--- src/rtl/modexp_io_port_if.sv ---
// modexp_io_port_if: host/core signal bundle for the ModExp word-serial I/O port.
// Rev 1.0 -- initial release. Optional load_cksum under MODEXP_IO_CKSUM_EN.
`default_nettype none

interface modexp_io_port_if #(
  parameter int DATA_WIDTH = 64,
  parameter int AW         = 6
);
  logic                  start_input;
  logic                  in_valid;
  logic [DATA_WIDTH-1:0] m_in;
  logic [DATA_WIDTH-1:0] e_in;
  logic [DATA_WIDTH-1:0] n_in;
  logic [DATA_WIDTH-1:0] r_in;
  logic [DATA_WIDTH-1:0] t_in;
  logic [63:0]           nprime0_in;
  logic                  op_we;
  logic [AW-1:0]         op_addr;
  logic [DATA_WIDTH-1:0] op_m;
  logic [DATA_WIDTH-1:0] op_e;
  logic [DATA_WIDTH-1:0] op_n;
  logic [DATA_WIDTH-1:0] op_r;
  logic [DATA_WIDTH-1:0] op_t;
  logic [63:0]           nprime0;
  logic                  load_done;
  logic                  start_compute;
  logic                  core_start;
  logic                  core_done;
  logic                  get_result;
  logic                  res_rd_en;
  logic [AW-1:0]         res_rd_addr;
  logic [DATA_WIDTH-1:0] res_rd_data;
  logic [DATA_WIDTH-1:0] res_out;
  logic                  res_valid;
  logic                  res_last;
  logic                  busy;
  logic [2:0]            state;
  logic                  err_proto;
`ifdef MODEXP_IO_CKSUM_EN
  logic [DATA_WIDTH-1:0] load_cksum;
`endif

  modport slave (
`ifdef MODEXP_IO_CKSUM_EN
    output load_cksum,
`endif
    input  start_input, in_valid, m_in, e_in, n_in, r_in, t_in, nprime0_in,
    input  start_compute, core_done, get_result, res_rd_data,
    output op_we, op_addr, op_m, op_e, op_n, op_r, op_t, nprime0, load_done,
    output core_start, res_rd_en, res_rd_addr, res_out, res_valid, res_last,
    output busy, state, err_proto
  );

  modport master (
`ifdef MODEXP_IO_CKSUM_EN
    input  load_cksum,
`endif
    output start_input, in_valid, m_in, e_in, n_in, r_in, t_in, nprime0_in,
    output start_compute, core_done, get_result, res_rd_data,
    input  op_we, op_addr, op_m, op_e, op_n, op_r, op_t, nprime0, load_done,
    input  core_start, res_rd_en, res_rd_addr, res_out, res_valid, res_last,
    input  busy, state, err_proto
  );
endinterface

`default_nettype wire

--- src/rtl/modexp_io_port.sv ---
// modexp_io_port: word-serial operand loader / result unloader for the ModExp core.
// Rev 1.0 -- initial release. Define MODEXP_IO_CKSUM_EN to add the load_cksum output.
`default_nettype none

module modexp_io_port #(
  parameter int DATA_WIDTH = 64,
  parameter int WORDS      = 64,
  parameter int AW         = 6
) (
  input  wire logic       clk,
  input  wire logic       reset,
  modexp_io_port_if.slave bus
);

  localparam logic [2:0] S_IDLE    = 3'd0;
  localparam logic [2:0] S_LOAD    = 3'd1;
  localparam logic [2:0] S_LOADED  = 3'd2;
  localparam logic [2:0] S_COMPUTE = 3'd3;
  localparam logic [2:0] S_READY   = 3'd4;
  localparam logic [2:0] S_UNLOAD  = 3'd5;

  localparam logic [AW-1:0] LAST_ADDR = AW'(WORDS - 1);

  logic [2:0]            state_q, state_d;
  logic [AW-1:0]         cnt_q, cnt_d;
  logic                  op_we_q, op_we_d;
  logic [AW-1:0]         op_addr_q, op_addr_d;
  logic [DATA_WIDTH-1:0] op_m_q, op_m_d, op_e_q, op_e_d, op_n_q, op_n_d;
  logic [DATA_WIDTH-1:0] op_r_q, op_r_d, op_t_q, op_t_d;
  logic [63:0]           nprime0_q, nprime0_d;
  logic                  load_done_q, load_done_d;
  logic                  core_start_q, core_start_d;
  logic                  res_rd_en_q, res_rd_en_d;
  logic [AW-1:0]         res_rd_addr_q, res_rd_addr_d;
  logic                  rd_dly_q, rd_dly_d;
  logic                  rd_last_q, rd_last_d;
  logic [DATA_WIDTH-1:0] res_out_q, res_out_d;
  logic                  res_valid_q, res_valid_d;
  logic                  res_last_q, res_last_d;
  logic                  busy_q, busy_d;
  logic                  err_q, err_d;

  logic start_ok, wr_ok, err_ev;

  // State register
  always_ff @(posedge clk) begin
    if (reset) state_q <= S_IDLE;
    else       state_q <= state_d;
  end

  // Next-state logic; an accepted start_input overrides every other request
  always_comb begin
    start_ok = bus.start_input &&
               (state_q inside {S_IDLE, S_LOADED, S_READY});
    wr_ok    = bus.in_valid && (state_q == S_LOAD) && !load_done_q;
    state_d  = state_q;
    if (start_ok) begin
      state_d = S_LOAD;
    end else begin
      case (state_q)
        S_LOAD:    if (load_done_q)       state_d = S_LOADED;
        S_LOADED:  if (bus.start_compute) state_d = S_COMPUTE;
        S_COMPUTE: if (bus.core_done)     state_d = S_READY;
        S_READY:   if (bus.get_result)    state_d = S_UNLOAD;
        S_UNLOAD:  if (res_last_q)        state_d = S_IDLE;
        default:                          state_d = state_q;
      endcase
    end
  end

  // Output / datapath logic
  always_comb begin
    err_ev = (bus.in_valid && !wr_ok && !start_ok) ||
             (bus.start_input && !start_ok) ||
             (bus.start_compute && state_q != S_LOADED) ||
             (bus.get_result && state_q != S_READY) ||
             (bus.core_done && state_q != S_COMPUTE);

    cnt_d         = cnt_q;
    op_we_d       = 1'b0;
    op_addr_d     = op_addr_q;
    op_m_d        = op_m_q;
    op_e_d        = op_e_q;
    op_n_d        = op_n_q;
    op_r_d        = op_r_q;
    op_t_d        = op_t_q;
    nprime0_d     = nprime0_q;
    load_done_d   = 1'b0;
    core_start_d  = 1'b0;
    res_rd_en_d   = 1'b0;
    res_rd_addr_d = res_rd_addr_q;
    // Read data arrives one cycle after the strobe, then lands in res_out
    rd_dly_d      = res_rd_en_q;
    rd_last_d     = res_rd_en_q && (res_rd_addr_q == LAST_ADDR);
    res_out_d     = rd_dly_q ? bus.res_rd_data : res_out_q;
    res_valid_d   = rd_dly_q;
    res_last_d    = rd_last_q;
    busy_d        = state_d inside {S_LOAD, S_COMPUTE, S_UNLOAD};
    err_d         = err_q || err_ev;

    if (start_ok) begin
      cnt_d     = '0;
      nprime0_d = bus.nprime0_in;
    end else if (wr_ok) begin
      op_we_d   = 1'b1;
      op_addr_d = cnt_q;
      op_m_d    = bus.m_in;
      op_e_d    = bus.e_in;
      op_n_d    = bus.n_in;
      op_r_d    = bus.r_in;
      op_t_d    = bus.t_in;
      if (cnt_q == LAST_ADDR) begin
        load_done_d = 1'b1;
        cnt_d       = '0;
      end else begin
        cnt_d = cnt_q + 1'b1;
      end
    end

    if (!start_ok && state_q == S_LOADED && bus.start_compute)
      core_start_d = 1'b1;

    if (!start_ok && state_q == S_READY && bus.get_result) begin
      res_rd_en_d   = 1'b1;
      res_rd_addr_d = '0;
    end else if (state_q == S_UNLOAD && res_rd_en_q && res_rd_addr_q != LAST_ADDR) begin
      res_rd_en_d   = 1'b1;
      res_rd_addr_d = res_rd_addr_q + 1'b1;
    end
  end

  always_ff @(posedge clk) begin
    if (reset) begin
      cnt_q         <= '0;
      op_we_q       <= 1'b0;
      op_addr_q     <= '0;
      op_m_q        <= '0;
      op_e_q        <= '0;
      op_n_q        <= '0;
      op_r_q        <= '0;
      op_t_q        <= '0;
      nprime0_q     <= '0;
      load_done_q   <= 1'b0;
      core_start_q  <= 1'b0;
      res_rd_en_q   <= 1'b0;
      res_rd_addr_q <= '0;
      rd_dly_q      <= 1'b0;
      rd_last_q     <= 1'b0;
      res_out_q     <= '0;
      res_valid_q   <= 1'b0;
      res_last_q    <= 1'b0;
      busy_q        <= 1'b0;
      err_q         <= 1'b0;
    end else begin
      cnt_q         <= cnt_d;
      op_we_q       <= op_we_d;
      op_addr_q     <= op_addr_d;
      op_m_q        <= op_m_d;
      op_e_q        <= op_e_d;
      op_n_q        <= op_n_d;
      op_r_q        <= op_r_d;
      op_t_q        <= op_t_d;
      nprime0_q     <= nprime0_d;
      load_done_q   <= load_done_d;
      core_start_q  <= core_start_d;
      res_rd_en_q   <= res_rd_en_d;
      res_rd_addr_q <= res_rd_addr_d;
      rd_dly_q      <= rd_dly_d;
      rd_last_q     <= rd_last_d;
      res_out_q     <= res_out_d;
      res_valid_q   <= res_valid_d;
      res_last_q    <= res_last_d;
      busy_q        <= busy_d;
      err_q         <= err_d;
    end
  end

`ifdef MODEXP_IO_CKSUM_EN
  logic [DATA_WIDTH-1:0] cksum_q, cksum_d;

  always_comb begin
    cksum_d = cksum_q;
    if (start_ok)   cksum_d = '0;
    else if (wr_ok) cksum_d = cksum_q ^ bus.m_in ^ bus.e_in ^ bus.n_in ^ bus.r_in ^ bus.t_in;
  end

  always_ff @(posedge clk) begin
    if (reset) cksum_q <= '0;
    else       cksum_q <= cksum_d;
  end

  assign bus.load_cksum = cksum_q;
`endif

  assign bus.op_we       = op_we_q;
  assign bus.op_addr     = op_addr_q;
  assign bus.op_m        = op_m_q;
  assign bus.op_e        = op_e_q;
  assign bus.op_n        = op_n_q;
  assign bus.op_r        = op_r_q;
  assign bus.op_t        = op_t_q;
  assign bus.nprime0     = nprime0_q;
  assign bus.load_done   = load_done_q;
  assign bus.core_start  = core_start_q;
  assign bus.res_rd_en   = res_rd_en_q;
  assign bus.res_rd_addr = res_rd_addr_q;
  assign bus.res_out     = res_out_q;
  assign bus.res_valid   = res_valid_q;
  assign bus.res_last    = res_last_q;
  assign bus.busy        = busy_q;
  assign bus.state       = state_q;
  assign bus.err_proto   = err_q;

endmodule

`default_nettype wire

--- src/flat_wrapper.sv ---
// flat-port wrapper written by rule: the top's interface ports become plain ports
module modexp_io_port_flat 
#(
  parameter int DATA_WIDTH = 64,
  parameter int WORDS      = 64,
  parameter int AW         = 6
)
  (clk, reset, bus_start_input, bus_in_valid, bus_m_in, bus_e_in, bus_n_in, bus_r_in, bus_t_in, bus_nprime0_in, bus_start_compute, bus_core_done, bus_get_result, bus_res_rd_data, bus_op_we, bus_op_addr, bus_op_m, bus_op_e, bus_op_n, bus_op_r, bus_op_t, bus_nprime0, bus_load_done, bus_core_start, bus_res_rd_en, bus_res_rd_addr, bus_res_out, bus_res_valid, bus_res_last, bus_busy, bus_state, bus_err_proto);
  modexp_io_port_if #(.DATA_WIDTH(DATA_WIDTH), .AW(AW)) bus_i ();
  input  wire logic clk;
  input  wire logic reset;
  input wire logic [$bits(bus_i.start_input)-1:0] bus_start_input;
  input wire logic [$bits(bus_i.in_valid)-1:0] bus_in_valid;
  input wire logic [$bits(bus_i.m_in)-1:0] bus_m_in;
  input wire logic [$bits(bus_i.e_in)-1:0] bus_e_in;
  input wire logic [$bits(bus_i.n_in)-1:0] bus_n_in;
  input wire logic [$bits(bus_i.r_in)-1:0] bus_r_in;
  input wire logic [$bits(bus_i.t_in)-1:0] bus_t_in;
  input wire logic [$bits(bus_i.nprime0_in)-1:0] bus_nprime0_in;
  input wire logic [$bits(bus_i.start_compute)-1:0] bus_start_compute;
  input wire logic [$bits(bus_i.core_done)-1:0] bus_core_done;
  input wire logic [$bits(bus_i.get_result)-1:0] bus_get_result;
  input wire logic [$bits(bus_i.res_rd_data)-1:0] bus_res_rd_data;
  output wire logic [$bits(bus_i.op_we)-1:0] bus_op_we;
  output wire logic [$bits(bus_i.op_addr)-1:0] bus_op_addr;
  output wire logic [$bits(bus_i.op_m)-1:0] bus_op_m;
  output wire logic [$bits(bus_i.op_e)-1:0] bus_op_e;
  output wire logic [$bits(bus_i.op_n)-1:0] bus_op_n;
  output wire logic [$bits(bus_i.op_r)-1:0] bus_op_r;
  output wire logic [$bits(bus_i.op_t)-1:0] bus_op_t;
  output wire logic [$bits(bus_i.nprime0)-1:0] bus_nprime0;
  output wire logic [$bits(bus_i.load_done)-1:0] bus_load_done;
  output wire logic [$bits(bus_i.core_start)-1:0] bus_core_start;
  output wire logic [$bits(bus_i.res_rd_en)-1:0] bus_res_rd_en;
  output wire logic [$bits(bus_i.res_rd_addr)-1:0] bus_res_rd_addr;
  output wire logic [$bits(bus_i.res_out)-1:0] bus_res_out;
  output wire logic [$bits(bus_i.res_valid)-1:0] bus_res_valid;
  output wire logic [$bits(bus_i.res_last)-1:0] bus_res_last;
  output wire logic [$bits(bus_i.busy)-1:0] bus_busy;
  output wire logic [$bits(bus_i.state)-1:0] bus_state;
  output wire logic [$bits(bus_i.err_proto)-1:0] bus_err_proto;
  assign bus_i.start_input = bus_start_input;
  assign bus_i.in_valid = bus_in_valid;
  assign bus_i.m_in = bus_m_in;
  assign bus_i.e_in = bus_e_in;
  assign bus_i.n_in = bus_n_in;
  assign bus_i.r_in = bus_r_in;
  assign bus_i.t_in = bus_t_in;
  assign bus_i.nprime0_in = bus_nprime0_in;
  assign bus_i.start_compute = bus_start_compute;
  assign bus_i.core_done = bus_core_done;
  assign bus_i.get_result = bus_get_result;
  assign bus_i.res_rd_data = bus_res_rd_data;
  assign bus_op_we = bus_i.op_we;
  assign bus_op_addr = bus_i.op_addr;
  assign bus_op_m = bus_i.op_m;
  assign bus_op_e = bus_i.op_e;
  assign bus_op_n = bus_i.op_n;
  assign bus_op_r = bus_i.op_r;
  assign bus_op_t = bus_i.op_t;
  assign bus_nprime0 = bus_i.nprime0;
  assign bus_load_done = bus_i.load_done;
  assign bus_core_start = bus_i.core_start;
  assign bus_res_rd_en = bus_i.res_rd_en;
  assign bus_res_rd_addr = bus_i.res_rd_addr;
  assign bus_res_out = bus_i.res_out;
  assign bus_res_valid = bus_i.res_valid;
  assign bus_res_last = bus_i.res_last;
  assign bus_busy = bus_i.busy;
  assign bus_state = bus_i.state;
  assign bus_err_proto = bus_i.err_proto;
  modexp_io_port #(.DATA_WIDTH(DATA_WIDTH), .WORDS(WORDS), .AW(AW)) u_core (.clk(clk), .reset(reset), .bus(bus_i));
endmodule
--- config.mk ---
export PLATFORM = sky130hd
export DESIGN_NAME = modexp_io_port_flat
export DESIGN_NICKNAME = d
export VERILOG_FILES = /design/src/rtl/modexp_io_port_if.sv /design/src/rtl/modexp_io_port.sv /design/src/flat_wrapper.sv
export SDC_FILE = /design/constraint.sdc
export NUM_CORES = 1
export LEC_CHECK = 0
export CORE_AREA = 3 3 365 367
export CTS_BUF_LIST = sky130_fd_sc_hd__clkbuf_8 sky130_fd_sc_hd__clkbuf_16
export DETAILED_ROUTE_END_ITERATION = 10
export DIE_AREA = 0 0 368 370
export DONT_BUFFER_PORTS = 1
export PLACE_DENSITY_LB_ADDON = 0.12
export SYNTH_ARGS = -nofsm -noshare
export SYNTH_HDL_FRONTEND = slang
export SYNTH_SLANG_ARGS = --single-unit
--- constraint.sdc ---
create_clock -name clk -period 2.3 [get_ports clk]
set_input_delay 0.46 -clock clk [delete_from_list [all_inputs] [get_ports clk]]
set_output_delay 0.46 -clock clk [all_outputs]
set_load 0.02 [all_outputs]
==> metrics.json <==
{
  "logic_synthesis": {
    "dominantRegCellSynth": "sky130_fd_sc_hd__dfxtp_1",
    "synth_seq_area_share": 0.5690,
    "syn_inst": 2030,
    "post_synth.cell_area_avg_um2": 8.302,
    "synthArstFlopShare": 0,
    "synth_fp_nets": 2487,
    "cell_variety_after_synth": 45,
    "synth.area.top_cells": "sky130_fd_sc_hd__dfxtp_1, sky130_fd_sc_hd__nand2_1, sky130_fd_sc_hd__a21oi_1, sky130_fd_sc_hd__mux2i_1, sky130_fd_sc_hd__clkbuf_1",
    "synth-seq-cells": 479,
    "syn-cell-area_um2": 16850,
    "count_of_yosys_warnings_during_synthesis": 0,
    "synth_enable_flop_cells": 0,
    "synth_top_area_share": 0.5690,
    "synth_top_area_cell": "sky130_fd_sc_hd__dfxtp_1"
  },
  "final_layout": {
    "final_common_cell": "sky130_fd_sc_hd__nand2_1",
    "fillers": 14510,
    "drive_gt1_frac": 0.05977,
    "flow.area_growth_from_synthesis_pct": 53.97,
    "diodes": 0,
    "final-seq-area_um2": 9595,
    "finalNetCount": 2950,
    "highest_count_cells_in_the_layout_ignoring_fill_and_taps": "sky130_fd_sc_hd__nand2_1, sky130_fd_sc_hd__dlygate4sd3_1, sky130_fd_sc_hd__dfxtp_1",
    "multi_input_area_um2": 6429
  },
  "routing": {
    "vias_per_cell": 3.604,
    "drc_errors": 0,
    "wirelength_um": 75380,
    "number_of_nets_with_antenna_violations_after_detailed_routing": 0,
    "initialDrtViolationCount": 771,
    "average_routed_wire_per_standard_cell_um": 17.59,
    "drt_pass1_iterations": 5,
    "via_count": 15450
  },
  "sta": {
    "fmaxAchievable_ghz": 0.4558,
    "finalSetupViolCount": 0,
    "max_slew_margin": 0.3523,
    "drv_slew": 0,
    "tightest_slew_ns": 0.9716,
    "final_min_period_over_clock_period": 0.9539,
    "worst_clock_skew_ns": 0.02214,
    "fin_hold_ws_ns": 0.01966,
    "finalHoldViolCount": 0,
    "period_minus_slack_ns": 2.194
  },
  "worst_setup_path": {
    "worstPathArrival_ns": 2.78,
    "criticalPathCategory": "reg -> reg",
    "crit_path_end_kind": "flop",
    "worst_endpoint_required_time_ns": 2.88,
    "worst-path-max-fanout": 38,
    "cp_startpoint_kind": "flop"
  },
  "placed_design": {
    "io_port_bufs": 0,
    "hpwl_um": 53180,
    "gp_routability_congestion": 0.8103
  },
  "clock_tree": {
    "buffer_cell_driving_the_clock_tree_root": "sky130_fd_sc_hd__clkbuf_16",
    "clk_pin_slew_worst_paths_ns": 0.06,
    "numCtsBuffers": 61,
    "clock_sinks": 479,
    "insertion_delay_ns": 0.65,
    "htreeDepth": 2,
    "cts_tree": "built",
    "cts_max_path_buffers": 3
  },
  "global_routing": {
    "first_pass_grt_wire_length_um": 103600,
    "gr-total-overflow": 0,
    "antenna_found_initial": 3,
    "pin_count_of_the_biggest_net_entering_global_routing": 468,
    "first_global_vias": 15330,
    "globalRouteTotalUtil": 0.1001
  },
  "power_and_ir_drop": {
    "power_switching_share": 0.2586,
    "switchingPower_mw": 5.365,
    "design_power_total_mw": 20.75,
    "total_leakage_power_nw": 9.122,
    "power.combinational.fraction": 0.077,
    "ir_drop_v": 0.0005424,
    "seq_power_share": 0.447,
    "power_per_cell_area_nw_per_um2": 799.5,
    "clockPowerShare": 0.477,
    "internal-power_mw": 15.38
  },
  "run": {
    "max-cap-violations": 0
  },
  "min_path": {
    "hold_class": "in -> reg"
  },
  "run_status": {
    "run_status": "finished clean"
  },
  "die": {
    "die_height_um": 370,
    "chipWidth_um": 368,
    "initial_utilization": 0.1298,
    "row_count": 132,
    "num_io_pins": 926,
    "area_of_the_placeable_core_um2": 129800,
    "full_die_area_um2": 136200
  }
}
[cell usage after synthesis, types with 3 or more instances]
master                     count
sky130_fd_sc_hd__and4_1        3
sky130_fd_sc_hd__xor2_1        3
sky130_fd_sc_hd__nor3_1        3
sky130_fd_sc_hd__nand2_1     788
sky130_fd_sc_hd__a311oi_1      3
sky130_fd_sc_hd__xnor2_1       4
sky130_fd_sc_hd__buf_4         6
sky130_fd_sc_hd__a21oi_1     397
sky130_fd_sc_hd__buf_6        32
sky130_fd_sc_hd__nor2b_1       7
sky130_fd_sc_hd__a211oi_1      3
sky130_fd_sc_hd__mux2i_1      65
sky130_fd_sc_hd__buf_2        13
sky130_fd_sc_hd__nor3b_1       3
sky130_fd_sc_hd__nor2_1       83
sky130_fd_sc_hd__clkbuf_1     97
sky130_fd_sc_hd__o21ai_0       3
sky130_fd_sc_hd__buf_1         3
sky130_fd_sc_hd__dfxtp_1     479
sky130_fd_sc_hd__nand3_1       3
[cell type report]
class,instances,share of cell area
clock buffers,78,0.06785
clock inverters,35,0.01312
inverters,2,0.0002893
multi-input cells,1398,0.2478
flip-flops and latches,479,0.3698
well taps,1742,0.08400
repair buffers,551,0.2172
[cell families (layout without fill, tap and decap cells)]
logic type	Yosys count	count (layout)	share of synthesized area
DFF	479	479	0.5690
xor gates and xnor gates	7	7	0.003638
buffers and inverters	153	666	0.05063
adders and majority gates	2	2	0.001485
and+or+nand+nor	907	907	0.2095
AOI/OAI and AO/OA	417	417	0.1271
muxes	65	65	0.03861
[power by group through the flow]
stage | combinational (mW) | sequential, mW | clock (mW)
final | 1.59 | 9.26 | 9.89
after global routing | 1.76 | 9.29 | 10.6
after CTS | 1.45 | 9.28 | 10.4
after detailed placement | 0.812 | 9.46 | 0
after global placement | 0.796 | 9.47 | 0
after floorplan | 0.731 | 9.29 | 0
[per-stage QoR]
step	std cells	setup slack, ns	utilization	TNS (ns)	area [um^2]
CTS	4221	0.01849	0.1946	0	25260
global placement	3659	0.3951	0.1438	0	18670
floorplan	2030	0.5312	-	0	16850
detailed placement	3659	0.3678	0.1438	0	18670
finish	4285	0.1060	0.1999	0	25950
global route	4285	-0.05214	0.1999	-0.06745	25950
[layer usage]
layer  part of all wire  global-route usage  wire length [um]  vias to the layer above
li1                   -                   -                 -                     7519
met1               0.35              0.1002             26530                     7196
met2               0.51              0.1817             38610                      614
met3               0.11             0.04563              7920                      116
met4              0.031             0.03554              2317                        0
met5                  0                   0                 0                        -
[registers in the layout, indices dropped and copies added (netlist names)]
| register | cells |
|---|---|
| u_core.bus.nprime0 | 64 |
| u_core.cnt_q | 6 |
| u_core.bus.res_out | 64 |
| u_core.bus.op_n | 64 |
| u_core.bus.res_valid | 1 |
| u_core.bus.op_t | 64 |
| u_core.bus.op_we | 1 |
| u_core.bus.op_addr | 6 |
| u_core.bus.res_rd_en | 1 |
| u_core.rd_dly_q | 1 |
| u_core.bus.busy | 1 |
| u_core.bus.op_e | 64 |
| u_core.bus.res_last | 1 |
| u_core.bus.op_m | 64 |
| u_core.bus.core_start | 1 |
| u_core.rd_last_q | 1 |
| u_core.bus.state | 3 |
| u_core.bus.err_proto | 1 |
| u_core.bus.load_done | 1 |
| u_core.bus.op_r | 64 |
| u_core.bus.res_rd_addr | 6 |
[worst max-delay path, stage by stage, from the launching register on]
cell and delay [ns]:
sky130_fd_sc_hd__dfxtp_1 0.37, sky130_fd_sc_hd__nor4b_4 0.30, sky130_fd_sc_hd__and2_4 0.22, sky130_fd_sc_hd__buf_12 0.16
sky130_fd_sc_hd__buf_12 0.22, sky130_fd_sc_hd__nand2_1 0.08, sky130_fd_sc_hd__a21oi_1 0.14, sky130_fd_sc_hd__dlygate4sd3_1 0.58
[final timing paths]
check	start	to	slack (ns)	cells after the start
max	u_core.bus.state[1]	u_core.bus.op_n[18]	0.11	7
min	reset	u_core.bus.op_m[13]	0.02	1
min reg2reg	u_core.cnt_q[2]	u_core.cnt_q[2]	0.54	2
max reg2reg	u_core.bus.state[1]	u_core.bus.op_n[18]	0.11	7
[what timing repair did]
item / in CTS / in global routing
endpoints found under the setup margin: 0 / 9
buffers inserted: 0 / 2
gates resized for setup: 0 / 2
endpoints found under the hold margin: 463 / 76
hold buffers: 449 / 62
Note: power is estimated with default switching activity, not from simulation.
